<file path="src/rtl/ahb_arb_pkg.sv">
// ahb_arb_pkg: shared AHB-Lite encodings and address-phase bundle for the two-master arbiter
package ahb_arb_pkg;
  typedef enum logic [1:0] {IDLE = 2'b00, BUSY = 2'b01, NONSEQ = 2'b10, SEQ = 2'b11} htrans_t;
  typedef enum logic {S0 = 1'b0, S1 = 1'b1} mst_t;
  typedef struct packed {
    logic [31:0] addr;
    htrans_t     trans;
    logic        write;
    logic [2:0]  size;
    logic [2:0]  burst;
    logic [3:0]  prot;
    logic        lock;
  } aphase_t;
  function automatic logic is_active(htrans_t t);
    return t == NONSEQ || t == SEQ;
  endfunction
endpackage

</file>
<file path="src/rtl/ahb_arb_slot.sv">
// ahb_arb_slot: per-master hold register, pend flag, stall/error generation and live-vs-hold select
module ahb_arb_slot
  import ahb_arb_pkg::*;
(
  input  logic    clk,
  input  logic    rst,
  input  aphase_t live,
  input  logic    issue,
  input  logic    data_mine,
  input  logic    m_hready,
  input  logic    m_hresp,
  output aphase_t sel,
  output logic    req,
  output logic    hreadyout,
  output logic    hresp
);
  aphase_t hold;
  logic    pend;
  logic    accept;
  logic    capture;
  always_comb begin
    hreadyout = pend ? 1'b0 : data_mine ? m_hready : 1'b1;
    accept    = is_active(live.trans) && hreadyout;
    capture   = accept && !issue;
    req       = pend || accept;
    sel       = pend ? hold : live;
    hresp     = data_mine && m_hresp;
  end
  always_ff @(posedge clk) begin
    if (rst) begin
      pend <= 1'b0;
      hold <= '0;
    end else begin
      pend <= capture || (pend && !issue);
      if (capture) hold <= live;
    end
  end
endmodule

</file>
<file path="src/rtl/ahb_lite_arbiter2.sv">
// ahb_lite_arbiter2: two-master AHB-Lite arbiter sharing one downstream port
module ahb_lite_arbiter2
  import ahb_arb_pkg::*;
#(
  parameter bit ROUND_ROBIN = 1'b1
) (
  input  logic        HCLK,
  input  logic        HRESET,
  input  logic [31:0] S0_HADDR,
  input  logic [1:0]  S0_HTRANS,
  input  logic        S0_HWRITE,
  input  logic [2:0]  S0_HSIZE,
  input  logic [2:0]  S0_HBURST,
  input  logic [3:0]  S0_HPROT,
  input  logic        S0_HMASTLOCK,
  input  logic [31:0] S0_HWDATA,
  output logic [31:0] S0_HRDATA,
  output logic        S0_HREADYOUT,
  output logic        S0_HRESP,
  input  logic [31:0] S1_HADDR,
  input  logic [1:0]  S1_HTRANS,
  input  logic        S1_HWRITE,
  input  logic [2:0]  S1_HSIZE,
  input  logic [2:0]  S1_HBURST,
  input  logic [3:0]  S1_HPROT,
  input  logic        S1_HMASTLOCK,
  input  logic [31:0] S1_HWDATA,
  output logic [31:0] S1_HRDATA,
  output logic        S1_HREADYOUT,
  output logic        S1_HRESP,
  output logic [31:0] M_HADDR,
  output logic [1:0]  M_HTRANS,
  output logic        M_HWRITE,
  output logic [2:0]  M_HSIZE,
  output logic [2:0]  M_HBURST,
  output logic [3:0]  M_HPROT,
  output logic        M_HMASTLOCK,
  output logic [31:0] M_HWDATA,
  input  logic [31:0] M_HRDATA,
  input  logic        M_HREADY,
  input  logic        M_HRESP,
  output logic        M_HMASTER
);
  aphase_t    live [2];
  aphase_t    sel  [2];
  aphase_t    m;
  logic [1:0] req, rdy, rsp, issue, data_mine;
  mst_t       owner_q, last_grant, data_owner, rr_pick, arb, grant;
  logic       data_valid, retain;
  htrans_t    out_trans;
  assign live[0] = '{addr: S0_HADDR, trans: htrans_t'(S0_HTRANS), write: S0_HWRITE, size: S0_HSIZE,
                     burst: S0_HBURST, prot: S0_HPROT, lock: S0_HMASTLOCK};
  assign live[1] = '{addr: S1_HADDR, trans: htrans_t'(S1_HTRANS), write: S1_HWRITE, size: S1_HSIZE,
                     burst: S1_HBURST, prot: S1_HPROT, lock: S1_HMASTLOCK};
  for (genvar g = 0; g < 2; g++) begin : g_slot
    ahb_arb_slot u_slot (
      .clk       (HCLK),
      .rst       (HRESET),
      .live      (live[g]),
      .issue     (issue[g]),
      .data_mine (data_mine[g]),
      .m_hready  (M_HREADY),
      .m_hresp   (M_HRESP),
      .sel       (sel[g]),
      .req       (req[g]),
      .hreadyout (rdy[g]),
      .hresp     (rsp[g])
    );
  end
  // Owner is frozen during wait states so the downstream address phase stays stable
  always_comb begin
    retain    = sel[owner_q].trans == SEQ || sel[owner_q].trans == BUSY || sel[owner_q].lock;
    rr_pick   = ROUND_ROBIN ? mst_t'(~last_grant) : S0;
    arb       = retain ? owner_q : (req[0] && req[1]) ? rr_pick : req[0] ? S0 : req[1] ? S1 : owner_q;
    grant     = M_HREADY ? arb : owner_q;
    m         = sel[grant];
    out_trans = (req[grant] || m.trans == BUSY) ? m.trans : IDLE;
    issue     = {2{M_HREADY && is_active(out_trans)}} & {grant == S1, grant == S0};
    data_mine = {2{data_valid}} & {data_owner == S1, data_owner == S0};
  end
  assign M_HADDR      = m.addr;
  assign M_HTRANS     = out_trans;
  assign M_HWRITE     = m.write;
  assign M_HSIZE      = m.size;
  assign M_HBURST     = m.burst;
  assign M_HPROT      = m.prot;
  assign M_HMASTLOCK  = m.lock;
  assign M_HMASTER    = grant;
  assign M_HWDATA     = data_owner == S1 ? S1_HWDATA : S0_HWDATA;
  assign S0_HRDATA    = M_HRDATA;
  assign S1_HRDATA    = M_HRDATA;
  assign S0_HREADYOUT = rdy[0];
  assign S1_HREADYOUT = rdy[1];
  assign S0_HRESP     = rsp[0];
  assign S1_HRESP     = rsp[1];
  always_ff @(posedge HCLK) begin
    if (HRESET) begin
      owner_q    <= S0;
      last_grant <= S1;
      data_owner <= S0;
      data_valid <= 1'b0;
    end else if (M_HREADY) begin
      owner_q    <= grant;
      data_valid <= is_active(out_trans);
      if (is_active(out_trans)) begin
        data_owner <= grant;
        last_grant <= grant;
      end
    end
  end
endmodule

</file>
<file path="config.mk">
export PLATFORM = sky130hd
export DESIGN_NAME = ahb_lite_arbiter2
export DESIGN_NICKNAME = d
export VERILOG_FILES = /design/src/rtl/ahb_arb_pkg.sv /design/src/rtl/ahb_arb_slot.sv /design/src/rtl/ahb_lite_arbiter2.sv
export SDC_FILE = /design/constraint.sdc
export NUM_CORES = 1
export LEC_CHECK = 0
export BUFFER_PORTS_ARGS = -buffer_cell sky130_fd_sc_hd__clkbuf_2
export CORE_ASPECT_RATIO = 0.75
export CORE_MARGIN = 2
export CORE_UTILIZATION = 45
export DETAILED_ROUTE_END_ITERATION = 8
export GPL_TIMING_DRIVEN = 0
export PLACE_DENSITY_LB_ADDON = 0.15
export SETUP_SLACK_MARGIN = 0.02
export SLEW_MARGIN = 20
export SYNTH_ARGS = -nofsm -noshare
export SYNTH_HDL_FRONTEND = slang
export SYNTH_SLANG_ARGS = --single-unit
export TNS_END_PERCENT = 10
</file>
<file path="constraint.sdc">
create_clock -name HCLK -period 4.9 [get_ports HCLK]
set_clock_uncertainty 0.15 [all_clocks]
set_input_delay 0.245 -clock HCLK [delete_from_list [all_inputs] [get_ports HCLK]]
set_output_delay 0.245 -clock HCLK [all_outputs]
set_load 0.02 [all_outputs]
</file>
==> results by group <==
Clock network
  • Postcts setup bufs: 0
  • CTS Buf Count: 9
  • Clk sinks: 98
  • CTS Buffer Depth: 2
  • Root buf cell: clkbuf_16
  • Post-cts gate resize count: 0
  • CTS tree: built
  • H-tree depth: 3
  • Clock transition at path regs: about 0.070 ns
  • Clk Latency, worst-skew pair: 0.34 ns

Floorplan
  • Horiz. Die Dim: about 150 um
  • Row count: 39
  • Core area: 15,100 um2
  • Initial core utilization: between 40% and 50%
  • Die height: 111 um
  • Top-level I/O count: 339
  • Die area: ~16,000 um2

Power
  • Power per Cell Area: 288 nW/um2
  • IR drop worst, VDD: 0.190 mV
  • LEAKAGE: 0.00452 uW

Flow run
  • Max-cap check violation count: 0

Run status
  • Status: completed

Cells and area
  • Layout area overhead: 32.2%
  • Nets: 1,230
  • Design Area, Final: a little over 9000 um2
  • Most frequent cells in the layout: 305 x clkbuf_2, 223 x mux2i_1, 183 x nand2b_1
  • Layout cells sized above 1: 42.4%
  • N_diodes: 0
  • Leading cell type in the layout, fill and taps excluded: clkbuf_2

Synthesis
  • Synth area leader: mux2i_1
  • Adder-cell share of the synthesized area: 0%
  • Post-synthesis simple-gate area fraction: 18.8%
  • Syn_area_per_cell: 9.66 um2
  • Largest family of logic cells by synthesized area: multiplexers
  • Synth Cell Area: 6900 um2
  • Net Count, Synth: 906
  • #FFs+latches synth: between 90 and 100
  • Ys Warns: 0
  • Number of synthesized flops with an enable pin: 0
  • Synth area leaders: mux2i_1 32%, dfxtp_1 28%, nand2b_1 17%
  • Cells after Synth: 714
  • Post-Synth XOR/XNOR Area: 0%
  • Post-synthesis mux area share: 37.6%
  • Yosys top cell area share: 32.4%
  • Synth Area in Compound Gates: 3.45%
  • Async set or reset register ratio after synthesis: 0%
  • Synth cell types: 38
  • Most used DFF post-synth: dfxtp_1
  • Register area share after synthesis: 28.5%

Route
  • Via/cell ratio: slightly below 5
  • ANT nets after route: 0
  • DRC violation count after routing: 0
  • Drt total wl: 20,600 um
  • Iter 0 DRT Violations: around 250
  • Vias: 6,033
  • Wire length per cell: approximately 17 um
  • Pre-antenna DRT Iters: 4

Worst setup path
  • R2R Path Start: g_slot[0].u_slot.pend
  • Crit end category: primary output
  • Peak fanout along the critical path: 10
  • WP data arrival: roughly 2.5 ns
  • Critical path launch point type: flop
  • CP required: ~4.5 ns
  • Worst Reg-to-Reg Cells: 7
  • Worst setup path start: g_slot[1].u_slot.pend
  • Crit path kind: flop to primary output

Global route
  • First-pass GRT wire length: 31,600 um
  • Grt ovf: 0
  • Antenna violations before repair: 1
  • Largest net degree at the start of global routing: 16
  • GRT Overall Usage: about 25%
  • Number of global-route vias before repair: 5,828

STA
  • Slew headroom: 36.0%
  • Max Freq: 351 MHz
  • Crit path time final: 2.85 ns
  • Period Utilization, post-route: 58.1%
  • Min Hold Slack: 0.00439 ns
  • Post-route setup slack: just over 2 ns
  • Pins Over Slew Limit: 0
  • Final setup viols: 0
  • Setup TNS Final: 0 ns
  • Hold Vio Cnt, Final: 0
  • Worst slew pin tran: between 0.9 and 1 ns
  • RSZ-0062 raised after global routing: no

Placement
  • Cell Area, Placed: slightly below 9000 um2
  • Pre-CTS setup slack: 2.42 ns
  • GP Congestion: 0.871
  • Final HPWL DP: 16,400 um
  • Port Buffers: between 300 and 400

Min path
  • Hold Path Cell Cnt: 3
  • HP Class: primary input to flop
  • Hold Crit Start: S1_HADDR[0]
-- synthesized netlist by cell type, drive strengths merged (3+ instances only) --
cell / n
a211oi: 3
o221a: 4
nor3: 5
nor3b: 4
mux2: 32
a21oi: 3
o21ai: 4
nor2: 10
mux2i: 223
inv: 6
clkbuf: 27
buf: 89
nand2b: 183
nand2: 3
dfxtp: 98
-- through the flow --
step | util (%) | total power [uW] | instances
6_report | 60.3 | 2620 | 1247
5_1_grt | 60.3 | 2740 | 1247
4_1_cts | 60.3 | 2650 | 1247
3_5_place_dp | 57.4 | 1780 | 1224
3_3_place_gp | 57.4 | 1770 | 1224
2_1_floorplan | - | 1490 | 714
-- routing by layer --
metal  global-route usage (%)  routed length, um  up-vias
met2                     41.7               9670      187
met4                     4.36                216        2
met1                     32.4               9450     2798
met5                        0                 13        -
met3                     5.51               1280       17
li1                         -                  -     3029
-- path summary, 6_finish.rpt --
path	to	slack, ns
setup / recovery	M_HADDR[18]	2.05
hold / removal	g_slot[1].u_slot.hold[14]	0.004
setup reg to reg	g_slot[1].u_slot.hold[45]	2.83
hold reg to reg	g_slot[1].u_slot.hold[42]	0.32
-- layout make-up --
| type | count | area (um2) |
|---|---|---|
| Buffer | 116 | 787 |
| Clock buffer | 10 | 229 |
| Clock inverter | 5 | 128 |
| Fill cell | 1364 | 6010 |
| Inverter | 6 | 22.5 |
| Multi-Input combinational cell | 494 | 4120 |
| Sequential cell | 98 | 1960 |
| Tap cell | 205 | 256 |
| Timing Repair Buffer | 313 | 1610 |
-- power breakdown --
| group | total, uW | leakage [uW] | internal (uW) | switching [uW] |
|---|---|---|---|---|
| logic | 864 | 0.00354 | 389 | 475 |
| registers | 899 | 0.000805 | 863 | 35.7 |
| clock network | 859 | 0.000169 | 548 | 311 |
| total | 2620 | 0.00452 | 1800 | 821 |
-- logic make-up after synthesis --
| family | Yosys count |
|---|---|
| mux | 255 |
| simple gates | 210 |
| buf+inv | 122 |
| flops | 98 |
| compound gates | 29 |
-- worst max-delay path, stage by stage (launching register included) --
cell	delay, ns
dfxtp_1	0.30
buf_2	0.15
or2_2	0.29
o2111a_1	0.21
o21ai_1	0.17
buf_4	0.25
buf_6	0.22
mux2i_1	0.30
clkbuf_2	0.22
-- state kept, by name, summed over array words and instances (netlist names) --
register and cells:
data_owner 1, data_valid 1, g_slot.u_slot.hold 92, g_slot.u_slot.pend 2, last_grant 1, owner_q 1
-- repair_timing --
action,4_1_cts,5_1_grt
hold buffers,8,0
hold endpoints to repair,8,0
endpoints found under the setup margin,0,0
Note: power is estimated with default switching activity, not from simulation.
